--- src/rtl/ddr_tg_pkg.sv ---
// ddr_tg_pkg: shared types, pattern codes and LFSR step for the DDR pattern traffic generator.
package ddr_tg_pkg;
  typedef enum logic [2:0] {
    S_IDLE, S_WRITE, S_WDRAIN, S_RST_CNTR, S_READ, S_RDRAIN, S_LOOP_END, S_DONE
  } state_t;
  localparam logic [1:0] PAT_INC  = 2'd0;
  localparam logic [1:0] PAT_LFSR = 2'd1;
  localparam logic [1:0] PAT_WALK = 2'd2;
  localparam logic [1:0] PAT_ALT  = 2'd3;
  // Right-shifting Galois form of x^32+x^22+x^2+x+1
  localparam logic [31:0] LFSR_POLY = 32'h8020_0003;
  localparam logic WRITE_MODE = 1'b0;
  localparam logic READ_MODE  = 1'b1;
  function automatic logic [31:0] lfsr_next(input logic [31:0] s);
    return {1'b0, s[31:1]} ^ (s[0] ? LFSR_POLY : 32'h0);
  endfunction
endpackage

--- src/rtl/ddr_tg_pattern.sv ---
// ddr_tg_pattern: data beat for index idx under the selected pattern; owns the per-phase LFSR.
module ddr_tg_pattern import ddr_tg_pkg::*; #(
  parameter int DATA_W = 128,
  parameter int WORD_W = 16,
  parameter logic [31:0] LFSR_SEED = 32'hACE1_2468
) (
  input  logic              clk,
  input  logic              resetn,
  input  logic [31:0]       idx,
  input  logic              advance,
  input  logic              restart,
  input  logic [1:0]        sel,
  output logic [DATA_W-1:0] beat
);
  localparam int WPB = DATA_W / WORD_W;
  logic [31:0] lfsr;
  logic [DATA_W-1:0] inc;
  always_ff @(posedge clk or negedge resetn)
    if (!resetn) lfsr <= LFSR_SEED;
    else if (restart) lfsr <= LFSR_SEED;
    else if (advance) lfsr <= lfsr_next(lfsr);
  for (genvar k = 0; k < WPB; k++) begin : g_inc
    assign inc[k*WORD_W +: WORD_W] = WORD_W'(idx * WPB + k);
  end
  always_comb begin
    beat = '0;
    case (sel)
      PAT_INC:  beat = inc;
      PAT_LFSR: beat = {(DATA_W/32){lfsr}};
      PAT_WALK: beat = DATA_W'(1) << (idx % DATA_W);
      PAT_ALT:  beat = idx[0] ? '0 : '1;
      default:  beat = '0;
    endcase
  end
endmodule

--- src/rtl/ddr_pattern_traffic_gen.sv ---
// ddr_pattern_traffic_gen: writes a pattern through the request FIFO, reads it back and
// checks the returned stream in order, for LOOPS passes.
module ddr_pattern_traffic_gen import ddr_tg_pkg::*; #(
  parameter int DATA_W = 128,
  parameter int WORD_W = 16,
  parameter int ADDR_W = 27,
  parameter int NUM_SAMPLES = 202,
  parameter int ADDR_STRIDE = 8,
  parameter logic [ADDR_W-1:0] BASE_ADDR = '0,
  parameter logic [31:0] LFSR_SEED = 32'hACE1_2468,
  parameter int LOOPS = 1
) (
  input  logic              clk,
  input  logic              resetn,
  input  logic              enable,
  input  logic [1:0]        pattern_sel,
  input  logic              write_allowed,
  input  logic              read_allowed,
  input  logic              writes_pending,
  input  logic              reads_pending,
  input  logic              rd_valid,
  input  logic [DATA_W-1:0] rd_data,
  output logic              write_req,
  output logic              read_req,
  output logic [DATA_W-1:0] write_data,
  output logic [ADDR_W-1:0] address,
  output logic              mode,
  output logic              busy,
  output logic              done,
  output logic [15:0]       err_count,
  output logic [31:0]       first_err_idx,
  output logic [15:0]       loop_count
);
  localparam logic [31:0] N = 32'(NUM_SAMPLES);
  state_t state;
  logic [31:0] wr_idx, rd_idx, chk_idx, a_idx;
  logic [1:0] sel;
  logic [DATA_W-1:0] wr_beat, exp_beat;
  logic in_rd, chk_ok, miss;
  assign write_req = state == S_WRITE && write_allowed && wr_idx < N;
  assign read_req = state == S_READ && read_allowed && rd_idx < N;
  assign in_rd = state == S_READ || state == S_RDRAIN;
  assign chk_ok = rd_valid && in_rd && chk_idx < N;
  assign miss = chk_ok && rd_data != exp_beat;
  assign a_idx = state == S_READ ? rd_idx : wr_idx;
  assign write_data = state == S_WRITE ? wr_beat : '0;
  assign address = (state == S_WRITE || state == S_READ) ? BASE_ADDR + ADDR_W'(a_idx * ADDR_STRIDE) : '0;
  ddr_tg_pattern #(.DATA_W(DATA_W), .WORD_W(WORD_W), .LFSR_SEED(LFSR_SEED)) u_wr (
    .clk(clk), .resetn(resetn), .idx(wr_idx), .advance(write_req),
    .restart(state != S_WRITE), .sel(sel), .beat(wr_beat));
  ddr_tg_pattern #(.DATA_W(DATA_W), .WORD_W(WORD_W), .LFSR_SEED(LFSR_SEED)) u_chk (
    .clk(clk), .resetn(resetn), .idx(chk_idx), .advance(chk_ok),
    .restart(!in_rd), .sel(sel), .beat(exp_beat));
  always_ff @(posedge clk or negedge resetn) begin
    if (!resetn) begin
      state <= S_IDLE;
      wr_idx <= '0;
      rd_idx <= '0;
      chk_idx <= '0;
      sel <= PAT_INC;
      mode <= WRITE_MODE;
      busy <= 1'b0;
      done <= 1'b0;
      err_count <= '0;
      first_err_idx <= '1;
      loop_count <= '0;
    end else begin
      // Stray beats (wrong phase or beyond the last sample) count as errors too
      if (rd_valid && (!chk_ok || miss) && err_count != 16'hFFFF) err_count <= err_count + 16'd1;
      if (miss && first_err_idx == '1) first_err_idx <= chk_idx;
      if (chk_ok) chk_idx <= chk_idx + 32'd1;
      if (write_req) wr_idx <= wr_idx + 32'd1;
      if (read_req) rd_idx <= rd_idx + 32'd1;
      case (state)
        S_IDLE: if (enable) begin
          state <= S_WRITE;
          sel <= pattern_sel;
          busy <= 1'b1;
          wr_idx <= '0;
          err_count <= '0;
          first_err_idx <= '1;
          loop_count <= '0;
        end
        S_WRITE: if (wr_idx == N) state <= S_WDRAIN;
        S_WDRAIN: if (!writes_pending) begin
          state <= S_RST_CNTR;
          mode <= READ_MODE;
        end
        S_RST_CNTR: begin
          state <= S_READ;
          rd_idx <= '0;
          chk_idx <= '0;
        end
        S_READ: if (rd_idx == N) state <= S_RDRAIN;
        S_RDRAIN: if (!reads_pending && chk_idx == N) begin
          state <= S_LOOP_END;
          mode <= WRITE_MODE;
        end
        S_LOOP_END: begin
          loop_count <= loop_count + 16'd1;
          wr_idx <= '0;
          if (LOOPS == 0 ? enable : 32'(loop_count) + 32'd1 < LOOPS) state <= S_WRITE;
          else begin
            state <= S_DONE;
            busy <= 1'b0;
            done <= 1'b1;
          end
        end
        S_DONE: if (!enable) begin
          state <= S_IDLE;
          done <= 1'b0;
        end
        default: state <= S_IDLE;
      endcase
    end
  end
endmodule

--- config.mk ---
export PLATFORM = sky130hd
export DESIGN_NAME = ddr_pattern_traffic_gen
export DESIGN_NICKNAME = d
export VERILOG_FILES = /design/src/rtl/ddr_tg_pkg.sv /design/src/rtl/ddr_tg_pattern.sv /design/src/rtl/ddr_pattern_traffic_gen.sv
export SDC_FILE = /design/constraint.sdc
export NUM_CORES = 1
export LEC_CHECK = 0
export BUFFER_PORTS_ARGS = -buffer_cell sky130_fd_sc_hd__clkbuf_2
export CAP_MARGIN = 15
export CORE_UTILIZATION = 40
export CTS_CLUSTER_DIAMETER = 100
export DETAILED_ROUTE_END_ITERATION = 10
export HOLD_SLACK_MARGIN = 0.03
export MAX_ROUTING_LAYER = met4
export PLACE_DENSITY = 0.63
export RECOVER_POWER = 25
export SLEW_MARGIN = 0
export SYNTH_ARGS = -nofsm -noshare
export SYNTH_HDL_FRONTEND = slang
export SYNTH_SLANG_ARGS = --single-unit
--- constraint.sdc ---
create_clock -name clk -period 6.83 [get_ports clk]
set_clock_uncertainty 0.1 [all_clocks]
set_input_delay 0.3415 -clock clk [delete_from_list [all_inputs] [get_ports clk]]
set_output_delay 0.3415 -clock clk [all_outputs]
set_load 0.01 [all_outputs]
==> results of run 1 <==
-- path summary, 6_finish.rpt --
kind	slack [ns]	end	start
min in group asynchronous	0.30	u_wr.lfsr[4]	resetn
min reg2reg	0.36	first_err_idx[27]	first_err_idx[27]
max reg2reg	1.76	err_count[13]	chk_idx[6]
max	1.76	err_count[13]	chk_idx[6]
max in group asynchronous	4.58	sel[0]	resetn
min	0.15	rd_idx[1]	read_allowed
-- worst max-delay path: stages (launching register included) --
cell       delay (ns)
dfrtp_1          0.89
buf_4            0.39
and2_0           0.78
and4_4           0.33
o21ai_0          0.07
a2111oi_0        0.56
and4_1           0.32
nand4_1          0.11
or4_4            0.60
nor3_4           0.19
buf_4            0.32
o31ai_1          0.14
a21oi_1          0.16
-- synthesized netlist by cell type, types with 15 or more instances --
cell type / number
xor2_1: 27
or4_1: 16
ha_1: 16
and3_1: 44
a21oi_1: 211
nor4_1: 41
and2_1: 16
nand2_1: 339
inv_1: 21
o31ai_1: 18
mux2i_1: 74
nand4_1: 39
a22o_1: 27
dfstp_2: 58
nand3_1: 23
a31oi_1: 31
nor3_1: 43
nor2b_1: 81
dfrtp_1: 174
buf_1: 18
or3_1: 19
o21ai_0: 133
nor2_1: 122
clkbuf_1: 99
buf_2: 26
xnor2_1: 53
o21ai_1: 15
-- where the power goes --
group          internal (mW)  switching, mW  total, mW
sequential              1.78          0.526       2.31
combinational           1.42           2.84       4.27
clock                  0.867          0.590       1.46
total                   4.07           3.96       8.03
-- logic make-up after synthesis --
kind of cell | count (synthesis) | share of synthesized area, %
muxes | 78 | 4.86
DFF | 232 | 36.4
xor gates and xnor gates | 80 | 4.34
buffers and inverters | 180 | 5.00
AOI/OAI and AO/OA | 547 | 20.3
and+or+nand+nor | 872 | 27.8
other | 1 | 0.0232
adders and majority gates | 16 | 1.24
-- layer usage --
layer	vias up	share of wire, %	global-route usage (%)
li1	7739	-	-
met1	8258	43	43.1
met2	764	46	48.5
met3	125	6.8	3.35
met4	0	3.4	10.7
met5	-	0	-
-- metrics by stage --
step                util, %  instance area [um^2]  total power, mW
floorplan                 -                 16200             4.94
global placement       45.6                 18200             6.50
detailed placement     45.6                 18200             6.53
CTS                    48.0                 19100             8.02
global route           47.8                 19100             8.50
finish                 47.8                 19100             8.03
-- cell type report --
cell class | count | area share, %
Clock buffer | 29 | 3.53
Tap cell | 525 | 3.45
Sequential cell | 232 | 30.9
Timing Repair Buffer | 393 | 10.7
Multi-Input combinational cell | 1596 | 49.9
Inverter | 21 | 0.414
Clock inverter | 18 | 1.17
-- registers in the layout, summed over array words and instances, names as in the netlist --
name,count
sel,2
first_err_idx,32
u_chk.lfsr,32
done,1
mode,1
state,3
err_count,16
busy,1
wr_idx,32
u_wr.lfsr,32
rd_idx,32
chk_idx,32
loop_count,16
-- timing repair --
item,in CTS,in global routing
hold endpoints to repair,98,0
hold buffers,5,0
setup buffers,0,0
==> flow_metrics.env, run 1 <==
export IMPL_layout_drive_gt1_share_pct=20.8
export IMPL_period_needed_ns=5.07
export IMPL_root_buffer="clkbuf_16"
export IMPL_multiInputGateArea_mm2=0.00951
export IMPL_io_buffers=358
export IMPL_slew_violations=0
export IMPL_grt_pass1_vias=15700
export IMPL_die_h_um=203
export IMPL_max_freq_ghz=0.197
export IMPL_first_pass_iters=6
export IMPL_ys_ff_latch=232
export IMPL_fin_ws_ns=1.76
export IMPL_critPathMaxFanout=32
export IMPL_drt_iter0_drc=2037
export IMPL_peakVddDrop_mv=0.210
export IMPL_avgSynthCellArea_um2=8.05
export IMPL_ys_top_cells_by_area="dfrtp_1 (27%), dfstp_2 (9.4%), nand2_1 (7.9%)"
export IMPL_setup_violations_final=0
export IMPL_fp_coreArea_mm2=0.0398
export IMPL_preCtsSetupSlack_ns=2.01
export IMPL_crit_path_end_kind="flop"
export IMPL_synth_edf_count=0
export IMPL_cp_arrival_ns=5.42
export IMPL_final_common_cell="nand2_1"
export IMPL_final_cells=2814
export IMPL_crit_type="flop to flop"
export IMPL_nets=2424
export IMPL_io_pins=362
export IMPL_vias=16900
export IMPL_leakage_nw=8.40
export IMPL_worstHoldPathType="primary input to flop"
export IMPL_syn_to_final_growth_pct=17.9
export IMPL_hold_worst_slack_ns=0.146
export IMPL_final_cell_mix="nand2_1 (339), clkbuf_2 (320), a21oi_1 (211), dfrtp_1 (172), o21ai_0 (133)"
export IMPL_fin_tns_setup_ns=0
export IMPL_drc=0
export IMPL_start_kind="flop"
export IMPL_clock_path_buffers=3
export IMPL_netlist_area_mm2=0.0162
export IMPL_drv_cap=0
export IMPL_start_util_pct=40.6
export IMPL_synth_flop_cell="dfrtp_1"
export IMPL_postSynth_asyncResetShare_pct=100
export IMPL_min_period_over_period_pct=74.2
export IMPL_cts_tree="built"
export IMPL_grt_use_total_pct=31.5
export IMPL_yosys_warnings=0
export IMPL_synth_top_cell_by_area="dfrtp_1"
export IMPL_dpl_hpwl_um=48500
export IMPL_ant_nets=0
export IMPL_rsz0062_at_grt="false"
export IMPL_die_area_mm2=0.0412
export IMPL_clock_sinks=232
export IMPL_netlist_instances=2006
export IMPL_grt_overflow=0
export IMPL_std_cell_rows=73
export IMPL_crit_required_ns=7.18
export IMPL_clk_pin_slew_worst_paths_ns=0.07
export IMPL_seq_area_mm2=0.00588
export IMPL_num_fill_cells=3942
export IMPL_cts_buffers=26
export IMPL_powerDensity_mw_per_mm2=422
export IMPL_routed_wl_um=65000
export IMPL_wl_per_cell_um=23.1
export IMPL_insertion_delay_ns=0.55
export IMPL_slew_headroom_pct=19.6
export IMPL_dp_cells=2762
export IMPL_outcome="complete, no violations"
export IMPL_synth_top_area_share_pct=26.9
export IMPL_worst_slew_pin_slew_ns=1.19
export IMPL_reg2reg_depth=12
export IMPL_avgViaCountPerCell=6.00
export IMPL_ctsResizeCount=0
export IMPL_antenna_found_initial=0
export IMPL_fp_dieW_um=203
export IMPL_grt_pass1_wl_um=97300
export IMPL_num_antenna_cells=0
export IMPL_gp_congestion=1.03
export IMPL_ys_seq_area_share_pct=36.4
export IMPL_grt_max_degree=119
export IMPL_hold_viol=0
export IMPL_synth_cell_type_count=88
export IMPL_holdPathStages=5
export IMPL_htree_levels=1
(Power assumes the default switching activity.)
==> run 2: changes to the inputs <==
- clock period: 6.83 -> 5.3 ns (I/O delays scaled with it)
==> run 2 against run 1 <==
The flow now finishes with violations (capacitance limit, slew limit). Worst setup slack lost 1.2 ns. Global-route usage rose by 0.40 points. Register-to-register slack got worse by 1.2 ns. Fmax increased by 7.2%. Core utilization is 0.16 points higher. Critical path type unchanged.
==> flow_metrics.env, run 2 (synthesized netlist as in run 1, its figures left out) <==
export IMPL_fp_coreArea_mm2=0.0398
export IMPL_grt_pass1_wl_um=98300
export IMPL_crit_required_ns=5.60
export IMPL_period_needed_ns=4.72
export IMPL_max_stage_delay_ns=1.08
export IMPL_rsz0062_at_grt="false"
export IMPL_nets=2440
export IMPL_powerDensity_mw_per_mm2=537
export IMPL_final_cells=2830
export IMPL_r2r_end="err_count[9]"
export IMPL_setup_violations_final=0
export IMPL_crit_type="flop to flop"
export IMPL_drv_cap=1
export IMPL_ant_nets=0
export IMPL_first_pass_iters=6
export IMPL_multiInputGateArea_mm2=0.00951
export IMPL_clock_path_buffers=3
export IMPL_slew_headroom_pct=-80.9
export IMPL_pwr_share_seq_pct=29.6
export IMPL_hold_worst_slack_ns=0.0810
export IMPL_std_cell_rows=73
export IMPL_grt_overflow=0
export IMPL_num_fill_cells=4004
export IMPL_outcome="finished with violations"
export IMPL_dp_cells=2778
export IMPL_io_buffers=358
export IMPL_grt_max_degree=127
export IMPL_slew_violations=107
export IMPL_final_common_cell="nand2_1"
export IMPL_placed_area_mm2=0.0183
export IMPL_crit_path_end_kind="flop"
export IMPL_holdPathStages=5
export IMPL_switching_share_pct=49.9
export IMPL_syn_to_final_growth_pct=18.3
export IMPL_cts_buffers=25
export IMPL_worst_slew_pin_slew_ns=2.71
export IMPL_die_h_um=203
export IMPL_final_cell_mix="nand2_1 (339), clkbuf_2 (315), a21oi_1 (211), dfrtp_1 (172), o21ai_0 (133)"
export IMPL_fin_tns_setup_ns=0
export IMPL_vias=17000
export IMPL_power_internal_mw=5.14
export IMPL_cp_cell_sequence="and2_0, and4_4, o21ai_0, a2111oi_0, and4_1, nand4_1, or4_4, nor3_4, buf_12, or4_1, a21oi_1"
export IMPL_die_area_mm2=0.0412
export IMPL_seq_area_mm2=0.00588
export IMPL_max_freq_ghz=0.212
export IMPL_io_pins=362
export IMPL_cp_arrival_ns=5.02
export IMPL_avgViaCountPerCell=5.99
export IMPL_drt_iter0_drc=1752
export IMPL_start_util_pct=40.6
export IMPL_reg2reg_depth=11
export IMPL_switchingPower_mw=5.12
export IMPL_clock_sinks=232
export IMPL_grt_pass1_vias=15900
export IMPL_critPathMaxFanout=32
export IMPL_hold_viol=0
export IMPL_start_kind="flop"
export IMPL_stdcell_area_mm2=0.0191
export IMPL_fp_dieW_um=203
export IMPL_layout_drive_gt1_share_pct=20.9
export IMPL_cp_slowest_cell="dfrtp_1"
export IMPL_p_clk_share_pct=16.2
export IMPL_wl_per_cell_um=23.2
export IMPL_antenna_found_initial=0
export IMPL_drc=0
export IMPL_cts_tree="built"
export IMPL_dpl_hpwl_um=49300
export IMPL_hold_end="rd_idx[1]"
export IMPL_gp_congestion=1.04
export IMPL_routed_wl_um=65700
export IMPL_fin_util_pct=48.0
export IMPL_min_period_over_period_pct=89.1
export IMPL_grt_use_total_pct=31.9
export IMPL_crit_reg2reg_launch="chk_idx[6]"
export IMPL_worstHoldPathType="primary input to flop"
export IMPL_num_antenna_cells=0
export IMPL_reg2reg_slack_ns=0.58
export IMPL_violations="capacitance limit, slew limit"
export IMPL_peakVddDrop_mv=0.230
export IMPL_htree_levels=1
export IMPL_clk_pin_slew_worst_paths_ns=0.06
export IMPL_root_buffer="clkbuf_16"
export IMPL_hold_start="read_allowed"
export IMPL_insertion_delay_ns=0.55
export IMPL_leakage_nw=8.44
export IMPL_share_comb_of_total_power_pct=54.1
[run 2: how the worst max path moves through the flow]
stage | start | to | slack [ns]
CTS | sel[0] | err_count[7] | 0.68
global placement | chk_idx[1] | err_count[5] | 0.78
floorplan | chk_idx[2] | err_count[5] | 1.54
detailed placement | chk_idx[6] | err_count[3] | 0.73
global route | chk_idx[6] | err_count[15] | 0.40
finish | chk_idx[6] | err_count[9] | 0.58
[run 2: metrics by stage]
step | power (mW) | setup WS, ns
finish | 10.3 | 0.576
detailed placement | 8.51 | 0.726
global placement | 8.48 | 0.778
CTS | 10.2 | 0.681
floorplan | 6.37 | 1.54
global route | 10.8 | 0.404
[run 2: timing repair]
item | 4_1_cts | 5_1_grt
buffers inserted | 0 | 0
hold endpoints to repair | 93 | 0
hold buffers | 5 | 0
resized for setup | 0 | 0
[run 2: worst max-delay path, delay by kind of cell, from the launching register on]
family	cells	cell delay, ns
AND/OR/NAND/NOR	7	2.31
flip-flops	1	1.08
AO/OA/AOI/OAI	3	0.87
buffers and inverters	1	0.21
[run 2: cell type report]
cell class,count,area share [%]
clock inverters,12,0.439
well taps,525,3.44
repair buffers,410,11.5
multi-input cells,1596,49.8
flip-flops and latches,232,30.8
clock buffers,34,3.71
inverters,21,0.412
[run 2: per-layer routing]
metal / wire (um) / track usage (%) / part of all wire [%] / vias to the layer above
li1: - / - / - / 7766
met1: 28500 / 43.7 / 43 / 8334
met2: 30600 / 49.5 / 47 / 734
met3: 4770 / 4.17 / 7.3 / 127
met4: 1860 / 8.75 / 2.8 / 0
met5: 0 / - / 0 / -
[run 2: power by group through the flow]
stage	combinational (mW)	clock, mW	sequential [mW]
5_1_grt	5.95	1.78	3.11
3_5_place_dp	5.44	0	3.07
2_1_floorplan	3.61	0	2.76
4_1_cts	5.47	1.71	3.05
3_3_place_gp	5.43	0	3.06
6_report	5.56	1.67	3.04
